`src/rtl/mem_bus_arbiter_pkg.sv`:
```
// Shared types for the memory bus arbiter: bus command encoding, port owner, defaults.
package mem_bus_arbiter_pkg;

  typedef enum logic [1:0] {
    BUS_NONE  = 2'h0,
    BUS_LOAD  = 2'h1,
    BUS_STORE = 2'h2
  } bus_command_t;

  typedef enum logic {
    ARB_ICACHE = 1'b0,
    ARB_DCACHE = 1'b1
  } arb_owner_t;

  localparam int TAG_W_DEFAULT        = 4;
  localparam int STARVE_LIMIT_DEFAULT = 4;

endpackage

```
`src/rtl/mem_tag_table.sv`:
```
// Outstanding-load tag table: records which cache owns each accepted load tag.
module mem_tag_table
  import mem_bus_arbiter_pkg::*;
#(
  parameter int TAG_W = TAG_W_DEFAULT
) (
  input  logic             clock,
  input  logic             reset,
  input  logic             alloc_en,
  input  logic [TAG_W-1:0] alloc_tag,
  input  arb_owner_t       alloc_owner,
  input  logic [TAG_W-1:0] lookup_tag,
  output logic             lookup_hit,
  output arb_owner_t       lookup_owner,
  output logic             orphan_tag_err
);

  localparam int N = 1 << TAG_W;

  logic [N-1:0] valid_q;
  logic [N-1:0] owner_q;
  logic         lookup_miss;
  logic         alloc_ok;
  logic         overwrite;

  assign lookup_hit   = (lookup_tag != '0) && valid_q[lookup_tag];
  assign lookup_miss  = (lookup_tag != '0) && !valid_q[lookup_tag];
  assign lookup_owner = arb_owner_t'(owner_q[lookup_tag]);
  assign alloc_ok     = alloc_en && (alloc_tag != '0);
  // Re-allocating a tag that is being returned this same cycle is legal reuse.
  assign overwrite    = alloc_ok && valid_q[alloc_tag] &&
                        !(lookup_hit && (lookup_tag == alloc_tag));

  always_ff @(posedge clock or negedge reset) begin
    if (!reset) begin
      valid_q        <= '0;
      owner_q        <= '0;
      orphan_tag_err <= 1'b0;
    end else begin
      if (lookup_hit) valid_q[lookup_tag] <= 1'b0;
      // Allocation is written after the free so it wins on the same tag.
      if (alloc_ok) begin
        valid_q[alloc_tag] <= 1'b1;
        owner_q[alloc_tag] <= alloc_owner;
      end
      if (lookup_miss || overwrite) orphan_tag_err <= 1'b1;
    end
  end

endmodule

```
`src/rtl/mem_bus_arbiter.sv`:
```
// Two-way arbiter sharing the memory port between icache and dcache, with
// starvation protection for the icache and tag-based return steering.
module mem_bus_arbiter
  import mem_bus_arbiter_pkg::*;
#(
  parameter int XLEN         = 32,
  parameter int STARVE_LIMIT = STARVE_LIMIT_DEFAULT,
  parameter int TAG_W        = TAG_W_DEFAULT
) (
  input  logic             clock,
  input  logic             reset,
  input  logic [1:0]       Icache2arb_command,
  input  logic [XLEN-1:0]  Icache2arb_addr,
  input  logic [1:0]       Dcache2arb_command,
  input  logic [XLEN-1:0]  Dcache2arb_addr,
  input  logic [63:0]      Dcache2arb_data,
  input  logic [TAG_W-1:0] mem2arb_response,
  input  logic [63:0]      mem2arb_data,
  input  logic [TAG_W-1:0] mem2arb_tag,
  output logic [1:0]       arb2mem_command,
  output logic [XLEN-1:0]  arb2mem_addr,
  output logic [63:0]      arb2mem_data,
  output logic [TAG_W-1:0] arb2Icache_response,
  output logic [63:0]      arb2Icache_data,
  output logic [TAG_W-1:0] arb2Icache_tag,
  output logic [TAG_W-1:0] arb2Dcache_response,
  output logic [63:0]      arb2Dcache_data,
  output logic [TAG_W-1:0] arb2Dcache_tag,
  output logic             grant_dcache,
  output logic             orphan_tag_err
);

  localparam int SC_W = $clog2(STARVE_LIMIT + 1);

  logic [SC_W-1:0] starve_cnt;
  logic            i_req, d_req, starved, d_win, i_win;
  logic            alloc_en;
  logic            ret_hit;
  arb_owner_t      ret_owner;

  assign i_req   = (Icache2arb_command != BUS_NONE);
  assign d_req   = (Dcache2arb_command != BUS_NONE);
  assign starved = (starve_cnt == SC_W'(STARVE_LIMIT));
  assign d_win   = d_req && !(i_req && starved);
  assign i_win   = i_req && !d_win;

  // Handshake: a request is accepted only in the cycle the winner sees a nonzero
  // response; otherwise the requester keeps its command asserted.
  always_comb begin
    arb2mem_command     = BUS_NONE;
    arb2mem_addr        = '0;
    arb2mem_data        = '0;
    arb2Icache_response = '0;
    arb2Dcache_response = '0;
    arb2Icache_data     = '0;
    arb2Icache_tag      = '0;
    arb2Dcache_data     = '0;
    arb2Dcache_tag      = '0;
    grant_dcache        = 1'b0;
    if (reset) begin
      grant_dcache = d_win;
      if (d_win) begin
        arb2mem_command     = Dcache2arb_command;
        arb2mem_addr        = Dcache2arb_addr;
        arb2mem_data        = Dcache2arb_data;
        arb2Dcache_response = mem2arb_response;
      end else if (i_win) begin
        arb2mem_command     = Icache2arb_command;
        arb2mem_addr        = Icache2arb_addr;
        arb2Icache_response = mem2arb_response;
      end
      if (ret_hit && (ret_owner == ARB_DCACHE)) begin
        arb2Dcache_tag  = mem2arb_tag;
        arb2Dcache_data = mem2arb_data;
      end else if (ret_hit) begin
        arb2Icache_tag  = mem2arb_tag;
        arb2Icache_data = mem2arb_data;
      end
    end
  end

  assign alloc_en = (arb2mem_command == BUS_LOAD) && (mem2arb_response != '0);

  always_ff @(posedge clock or negedge reset) begin
    if (!reset) begin
      starve_cnt <= '0;
    end else if (!i_req) begin
      starve_cnt <= '0;
    end else if (!i_win) begin
      if (!starved) starve_cnt <= starve_cnt + SC_W'(1);
    end else if (mem2arb_response != '0) begin
      starve_cnt <= '0;
    end
  end

  mem_tag_table #(.TAG_W(TAG_W)) u_tag_table (
    .clock         (clock),
    .reset         (reset),
    .alloc_en      (alloc_en),
    .alloc_tag     (mem2arb_response),
    .alloc_owner   (d_win ? ARB_DCACHE : ARB_ICACHE),
    .lookup_tag    (mem2arb_tag),
    .lookup_hit    (ret_hit),
    .lookup_owner  (ret_owner),
    .orphan_tag_err(orphan_tag_err)
  );

endmodule

```
`config.mk`:
```
export PLATFORM = sky130hd
export DESIGN_NAME = mem_bus_arbiter
export DESIGN_NICKNAME = d
export VERILOG_FILES = /design/src/rtl/mem_bus_arbiter_pkg.sv /design/src/rtl/mem_tag_table.sv /design/src/rtl/mem_bus_arbiter.sv
export SDC_FILE = /design/constraint.sdc
export NUM_CORES = 1
export LEC_CHECK = 0
export CAP_MARGIN = 20
export CORE_AREA = 2 2 176 178
export CTS_CLUSTER_DIAMETER = 200
export DETAILED_ROUTE_END_ITERATION = 10
export DIE_AREA = 0 0 178 180
export DONT_BUFFER_PORTS = 1
export GPL_TIMING_DRIVEN = 0
export MAX_ROUTING_LAYER = met4
export SYNTH_ARGS = -nofsm -noshare
export SYNTH_HDL_FRONTEND = slang
export SYNTH_SLANG_ARGS = --single-unit
```
`constraint.sdc`:
```
create_clock -name clock -period 3 [get_ports clock]
set_clock_uncertainty 0.2 [all_clocks]
set_input_delay 0.3 -clock clock [delete_from_list [all_inputs] [get_ports clock]]
set_output_delay 0.3 -clock clock [all_outputs]
set_load 0.02 [all_outputs]
```
## Word-level counts from Yosys, hierarchy flattened

Cells that the tools add are included.

| word-level totals | value |
|---|---|
| output and inout port bits | 244 |
| logic and storage cells | 82 |
| bits in registers | 36 |

| cells by class | value |
|---|---|
| equal/unequal tests | 5 |
| reduce and logical (&&, ||, !) cells | 23 |
| muxes and demuxes | 42 |
| add/subtract/negate cells | 1 |
| bitwise gates (word level) | 3 |
| order comparisons | 4 |

Operators by type and width:

| operator | number |
|---|---|
| 64-bit 2-to-1 mux | 7 |
| 32-bit 2-to-1 mux | 3 |
| 4-bit 2-to-1 mux | 10 |
| 16-bit 2-to-1 mux | 2 |
| 16-bit bitwise AND | 1 |
| 16-bit bitwise mux | 1 |
| 16-bit inverter | 1 |
| 16-bit OR | 1 |
| 1-bit logical AND | 13 |
| 1-bit binary-select mux with 4-bit select | 3 |
| 3-bit 2-to-1 mux | 4 |
| 4-bit by 5-bit less-than comparator with 1-bit output, second input constant | 2 |
| 1-bit demux with 4-bit select | 2 |
| 4-bit by 1-bit greater-or-equal comparator with 1-bit output, second input constant | 2 |
| 4-bit nonzero test | 2 |
| 1-bit 2-to-1 mux | 7 |
| 2-bit 2-to-1 mux | 3 |
| 3-bit by 2-bit != test with 1-bit output, second input constant | 2 |
| 4-bit == test | 1 |
| 1-bit logical NOT | 4 |
| 2-bit nonzero test | 2 |
| 3-bit by 1-bit adder with 3-bit output, second input constant | 1 |
| 3-bit == test, second input constant | 1 |
| 2-bit by 1-bit == test with 1-bit output, second input constant | 1 |
| other kinds (2) | 2 |

## Depth between registers and ports, before layout

| logic depth | value |
|---|---|
| depth in word-level cells | 15 |
| depth in mapped cells | 10 |

## Modules after synthesis

From an unflattened synthesis, not the netlist that was laid out.

| unflattened totals | value |
|---|---|
| cell total of the unflattened synthesis | 565 |
| area, all modules | 4247.8 sq um |

Modules (own cells, without submodules):

| module | area an instance (sq um) | instances | cells an instance | sequential area each (sq um) |
|---|---|---|---|---|
| mem_bus_arbiter | 2356.0 | 1 | 402 | 75.1 |
| mem_tag_table | 1891.8 | 1 | 163 | 825.8 |

## Worst setup path before layout

Ideal clock, no wire load.

| path | value |
|---|---|
| path kind | reg2reg |
| from | reg starve_cnt[0] |
| to | reg u_tag_table.owner_q[6] |
| stages on the path, launching flop included | 10 |
| path buffers | 2 |
| setup time | 0.125 ns |
| data required time | 2.675 ns |
| path slack | 0.354 ns |
| arrival | 2.321 ns |
| cells stage by stage | dfrtp_1 inv_1 ha_1 and4b_1 a311oi_1 nor2b_1 buf_2 buf_2 nand4b_1 mux2_2 |

| between the ends | value |
|---|---|
| word-level cells in the longest chain between the ends | 12 |
| elaborated cells on any way between the ends | 14 |

RTL lines:

| element | line | text |
|---|---|---|
| start: declaration | mem_bus_arbiter.sv:35 | `logic [SC_W-1:0] starve_cnt;` |
| start signal: assignment | mem_bus_arbiter.sv:90 | `if (!starved) starve_cnt <= starve_cnt + SC_W'(1);` |
| 3-bit == test (*) | mem_bus_arbiter.sv:43 | `assign starved = (starve_cnt == SC_W'(STARVE_LIMIT));` |
| 1-bit logical AND (*) | mem_bus_arbiter.sv:44 | `assign d_win = d_req && !(i_req && starved);` |
| 1-bit logical NOT (*) | mem_bus_arbiter.sv:44 |  |
| 1-bit logical AND (*) | mem_bus_arbiter.sv:44 |  |
| 1-bit logical NOT | mem_bus_arbiter.sv:45 | `assign i_win = i_req && !d_win;` |
| 1-bit logical AND | mem_bus_arbiter.sv:45 |  |
| 2-bit 2-to-1 mux | mem_bus_arbiter.sv:67 | `end else if (i_win) begin` |
| 2-bit 2-to-1 mux (*) | mem_bus_arbiter.sv:62 | `if (d_win) begin` |
| 2-bit 2-to-1 mux (*) | mem_bus_arbiter.sv:60 | `if (reset) begin` |
| via arb2mem_command[0] | mem_bus_arbiter.sv:20 | `output logic [1:0] arb2mem_command,` |
| 2-bit by 1-bit == test with 1-bit output (*) | mem_bus_arbiter.sv:82 | `assign alloc_en = (arb2mem_command == BUS_LOAD) && (mem2arb_response != '0);` |
| 1-bit logical AND (*) | mem_bus_arbiter.sv:82 |  |
| 1-bit logical AND (*) | mem_tag_table.sv:29 | `assign alloc_ok = alloc_en && (alloc_tag != '0);` |
| end signal: indexed assignment | mem_tag_table.sv:44 | `owner_q[alloc_tag] <= alloc_owner;` |
| end: declaration | mem_tag_table.sv:21 | `logic [N-1:0] owner_q;` |

Mark *: on every way through the listed nets, which the timed path passes. The rest lies on a longest branch.
A chain may end at the register's enable or synchronous reset.

## Worst setup path after layout

| path | value |
|---|---|
| from | reg u_tag_table.owner_q[7] |
| to | out arb2Icache_data[38] |

| between the ends | value |
|---|---|
| word-level cells in the longest chain between the ends | 5 |

RTL lines:

| element | line | text |
|---|---|---|
| 1-bit binary-select mux with 4-bit select | mem_tag_table.sv:28 | `assign lookup_owner = arb_owner_t'(owner_q[lookup_tag]);` |
| 1-bit 2-to-1 mux (not written as such) | mem_tag_table.sv:28 |  |
| 1-bit logical AND | mem_bus_arbiter.sv:72 | `if (ret_hit && (ret_owner == ARB_DCACHE)) begin` |
| 64-bit 2-to-1 mux | mem_bus_arbiter.sv:72 |  |
| 64-bit 2-to-1 mux | mem_bus_arbiter.sv:60 |  |
| end: declaration | mem_bus_arbiter.sv:24 | `output logic [63:0] arb2Icache_data,` |

No other way between the ends. The select of a mux whose other input is x is not followed.

==> impl_metrics.ini <==
[run_status]
outcome = finished, final reports clean

[detailed_routing]
route.detailed.drc = 0
wl_per_cell_um = 26.8
wl_met3_um = 1610
wl_met1_um = 9490
via_count = 4500
wl_met2_um = 12900
drt_first_pass_iters = 4
drt_iter0_markers = 348
viasPerCell = 4.88
top_layer = met4
postRouteAntennaNets = 0
wirelength_um = 24700

[placed_design]
placedCellCount = 902
port_buffers = 0
hpwl_um = 21500
gp_congestion = 0.925

[critical_path]
critPathRequiredTime_ps = 2500
r2r_cells = 9
critPathLaunchType = flip-flop
cp.arrival_ps = 2390
end_kind = output port
r2r-end = u_tag_table.owner_q[6]
critPathKind = reg2out
regToRegSetupSlack_ps = 210
path_max_fanout = 10
rr_startpoint = starve_cnt[0]

[grt]
antenna_found_initial = 5
grt_max_degree = 37
grt_pass1_wl_um = 31800
grt_use_total_pct = 14.5
grt_pass1_vias = 4123
grt-ovfl-total = 0

[synthesis]
synthArstFlopShare_pct = 100
synth_edf_count = 0
syn_nets = 714
synth_area_sq_um = 4110
ys_warn_count = 0
yosysSeqAreaShare_pct = 21.9
synth_cells = 506
synth-seq-cells = 36
synth.distinct_cells = 46
synthFlopType = dfrtp_1
syn_area_per_cell_sq_um = 8.12

[final_layout]
drive_above_1_share_pct = 16.8
finalNonFillerCells = 922
n_fill_cell = 3421
final_util_pct = 16.3
nNetsFinal = 724
area_delta_synth_final_pct = 19.9

[worst_hold_path]
holdPathEnd = starve_cnt[2]
hold_path_depth = 2
hp-class = in2reg
min_from = Icache2arb_command[0]

[cts]
htree_levels = 2
clockBufferDepth = 2
cts_buffers = 5
cts_tree = built
insertion_delay_ps = 280
cts_root_buffer = clkbuf_16
numClockSinks = 36
cts.clk_slew.worst_paths_ps = 50

[timing]
post-route-period-util_pct = 96.5
min_period_ps = 2890
setup_viol = 0
fmax_mhz = 346
worst_pin_slew_ps = 620
report.final.slew_viol_count = 0
hold_viol = 0
slew_headroom_pct = 58.7
setup_tns_ps = 0
rsz0062_at_grt = yes

[floorplanning]
die_w_um = 178
die-area_sq_um = 32000
die_h_um = 180
rows = 64
io_pins = 450
core_region_area_sq_um = 30200
start_util_pct = 13.6

[job]
cap_violations = 0

[power_and_ir_drop]
total_power_mw = 2.39
power_leakage_nw = 2.64
power_density_nw_per_um2 = 485
peakVddDrop_v = 0.000175
-- routing by layer --
| layer | track usage, % | vias up |
|---|---|---|
| met3 | 1.50 | 41 |
| met2 | 27.3 | 363 |
| met4 | 4.46 | 0 |
| li1 | - | 1908 |
| met1 | 15.7 | 2188 |
| met5 | - | - |
-- worst max-delay path: stages (launching register included) --
cell,delay (ps)
dfrtp_1,370
mux4_2,500
nand3_1,140
and4_1,370
buf_4,250
buf_6,140
and3_1,330
-- how the worst max path moves through the flow --
stage,start,to,cells past startpoint
final,u_tag_table.owner_q[7],arb2Icache_data[38],6
after global routing,starve_cnt[0],arb2mem_addr[14],8
after CTS,starve_cnt[0],arb2mem_addr[19],8
after detailed placement,starve_cnt[0],arb2mem_addr[23],8
after global placement,starve_cnt[0],arb2mem_addr[23],8
after floorplan,starve_cnt[0],u_tag_table.owner_q[6],9
-- synthesized netlist by cell type (3+ instances only) --
cell | n | share of area (%)
and3_1 | 202 | 31
clkbuf_1 | 44 | 4.0
dfrtp_1 | 36 | 22
a22o_1 | 32 | 6.8
nand2_1 | 23 | 2.1
mux2_2 | 15 | 4.1
inv_1 | 12 | 1.1
nand3_1 | 12 | 1.5
nor2_1 | 12 | 1.1
and2_1 | 10 | 1.5
mux4_2 | 7 | 3.8
buf_8 | 6 | 2.2
clkbuf_2 | 6 | 0.73
mux2i_1 | 6 | 1.5
nand4_1 | 6 | 0.91
o211ai_1 | 6 | 1.1
buf_2 | 5 | 0.61
nand2b_1 | 5 | 0.76
nor2b_1 | 5 | 0.76
nor3_1 | 4 | 0.49
o21ai_0 | 4 | 0.49
o31ai_1 | 4 | 0.73
a21oi_1 | 3 | 0.37
a22oi_1 | 3 | 0.55
and4b_1 | 3 | 0.73
buf_6 | 3 | 0.82
nand4b_1 | 3 | 0.64
xor2_1 | 3 | 0.64
-- layout make-up --
type	count	area, sq um	area share, %
clock inverter	2	35.0	0.711
multi-input combinational	390	2820	57.2
antenna	9	22.5	0.457
inverter	12	45.0	0.914
sequential	36	901	18.3
buffer	67	424	8.61
tap	396	495	10.1
clock buffer	6	129	2.62
timing repair buffer	4	57.6	1.17
-- stage by stage --
| step | worst slack [ps] | hold slack [ps] | area, sq um |
|---|---|---|---|
| after floorplan | 354 | -196 | 4110 |
| after global placement | -315 | -191 | 4600 |
| after detailed placement | -381 | -191 | 4600 |
| after CTS | 5.17 | 86.9 | 4850 |
| after global routing | -9.74 | 95.7 | 4920 |
| final | 106 | 95.6 | 4930 |
-- cell families after synthesis --
logic type	count (synthesis)	synth area share [%]
compound gates	61	12.4
xor+xnor	5	1.07
mux	30	10.7
buf+inv	80	10.7
fa+ha+maj	2	0.609
flops	36	21.9
simple gates	292	42.6
-- sequential cells by signal, indices dropped and copies added (netlist names) --
register / cells
u_tag_table.valid_q: 16
u_tag_table.owner_q: 16
u_tag_table.orphan_tag_err: 1
starve_cnt: 3
-- cells in the final DEF, fill, tap and decap left out, drive strengths merged, types with 2 or more instances in the layout --
cell / synthesis / final
a21bo: 2 / 2
a21oi: 3 / 3
a22o: 32 / 32
a22oi: 3 / 3
a311oi: 2 / 2
and2: 10 / 10
and3: 202 / 202
and4: 2 / 2
and4b: 3 / 3
buf: 18 / 21
clkbuf: 50 / 55
dfrtp: 36 / 36
diode: 0 / 9
ha: 2 / 2
inv: 12 / 12
mux2: 15 / 15
mux2i: 6 / 6
mux4: 9 / 9
nand2: 23 / 23
nand2b: 5 / 5
nand3: 12 / 12
nand4: 7 / 7
nand4b: 3 / 3
nor2: 12 / 12
nor2b: 5 / 5
nor3: 4 / 4
o2111ai: 2 / 2
o211ai: 6 / 6
o21ai: 5 / 5
o31ai: 4 / 4
xnor2: 2 / 2
xor2: 3 / 3
-- power breakdown --
group          leakage (nW)  switching (mW)  internal (mW)
registers             0.445          0.0505          0.572
logic                  2.11           0.808          0.375
clock network        0.0809           0.193          0.391
total                  2.64            1.05           1.34
-- repair_timing --
| item | in CTS | in global routing |
|---|---|---|
| endpoints found under the setup margin | 88 | 147 |
| buffers inserted | 1 | 1 |
| resized for setup | 14 | 29 |
| endpoints found under the hold margin | 36 | 0 |
| pin swaps | 0 | 2 |
| hold buffers | 2 | 0 |
No activity file was read; power rests on OpenSTA's default activity.
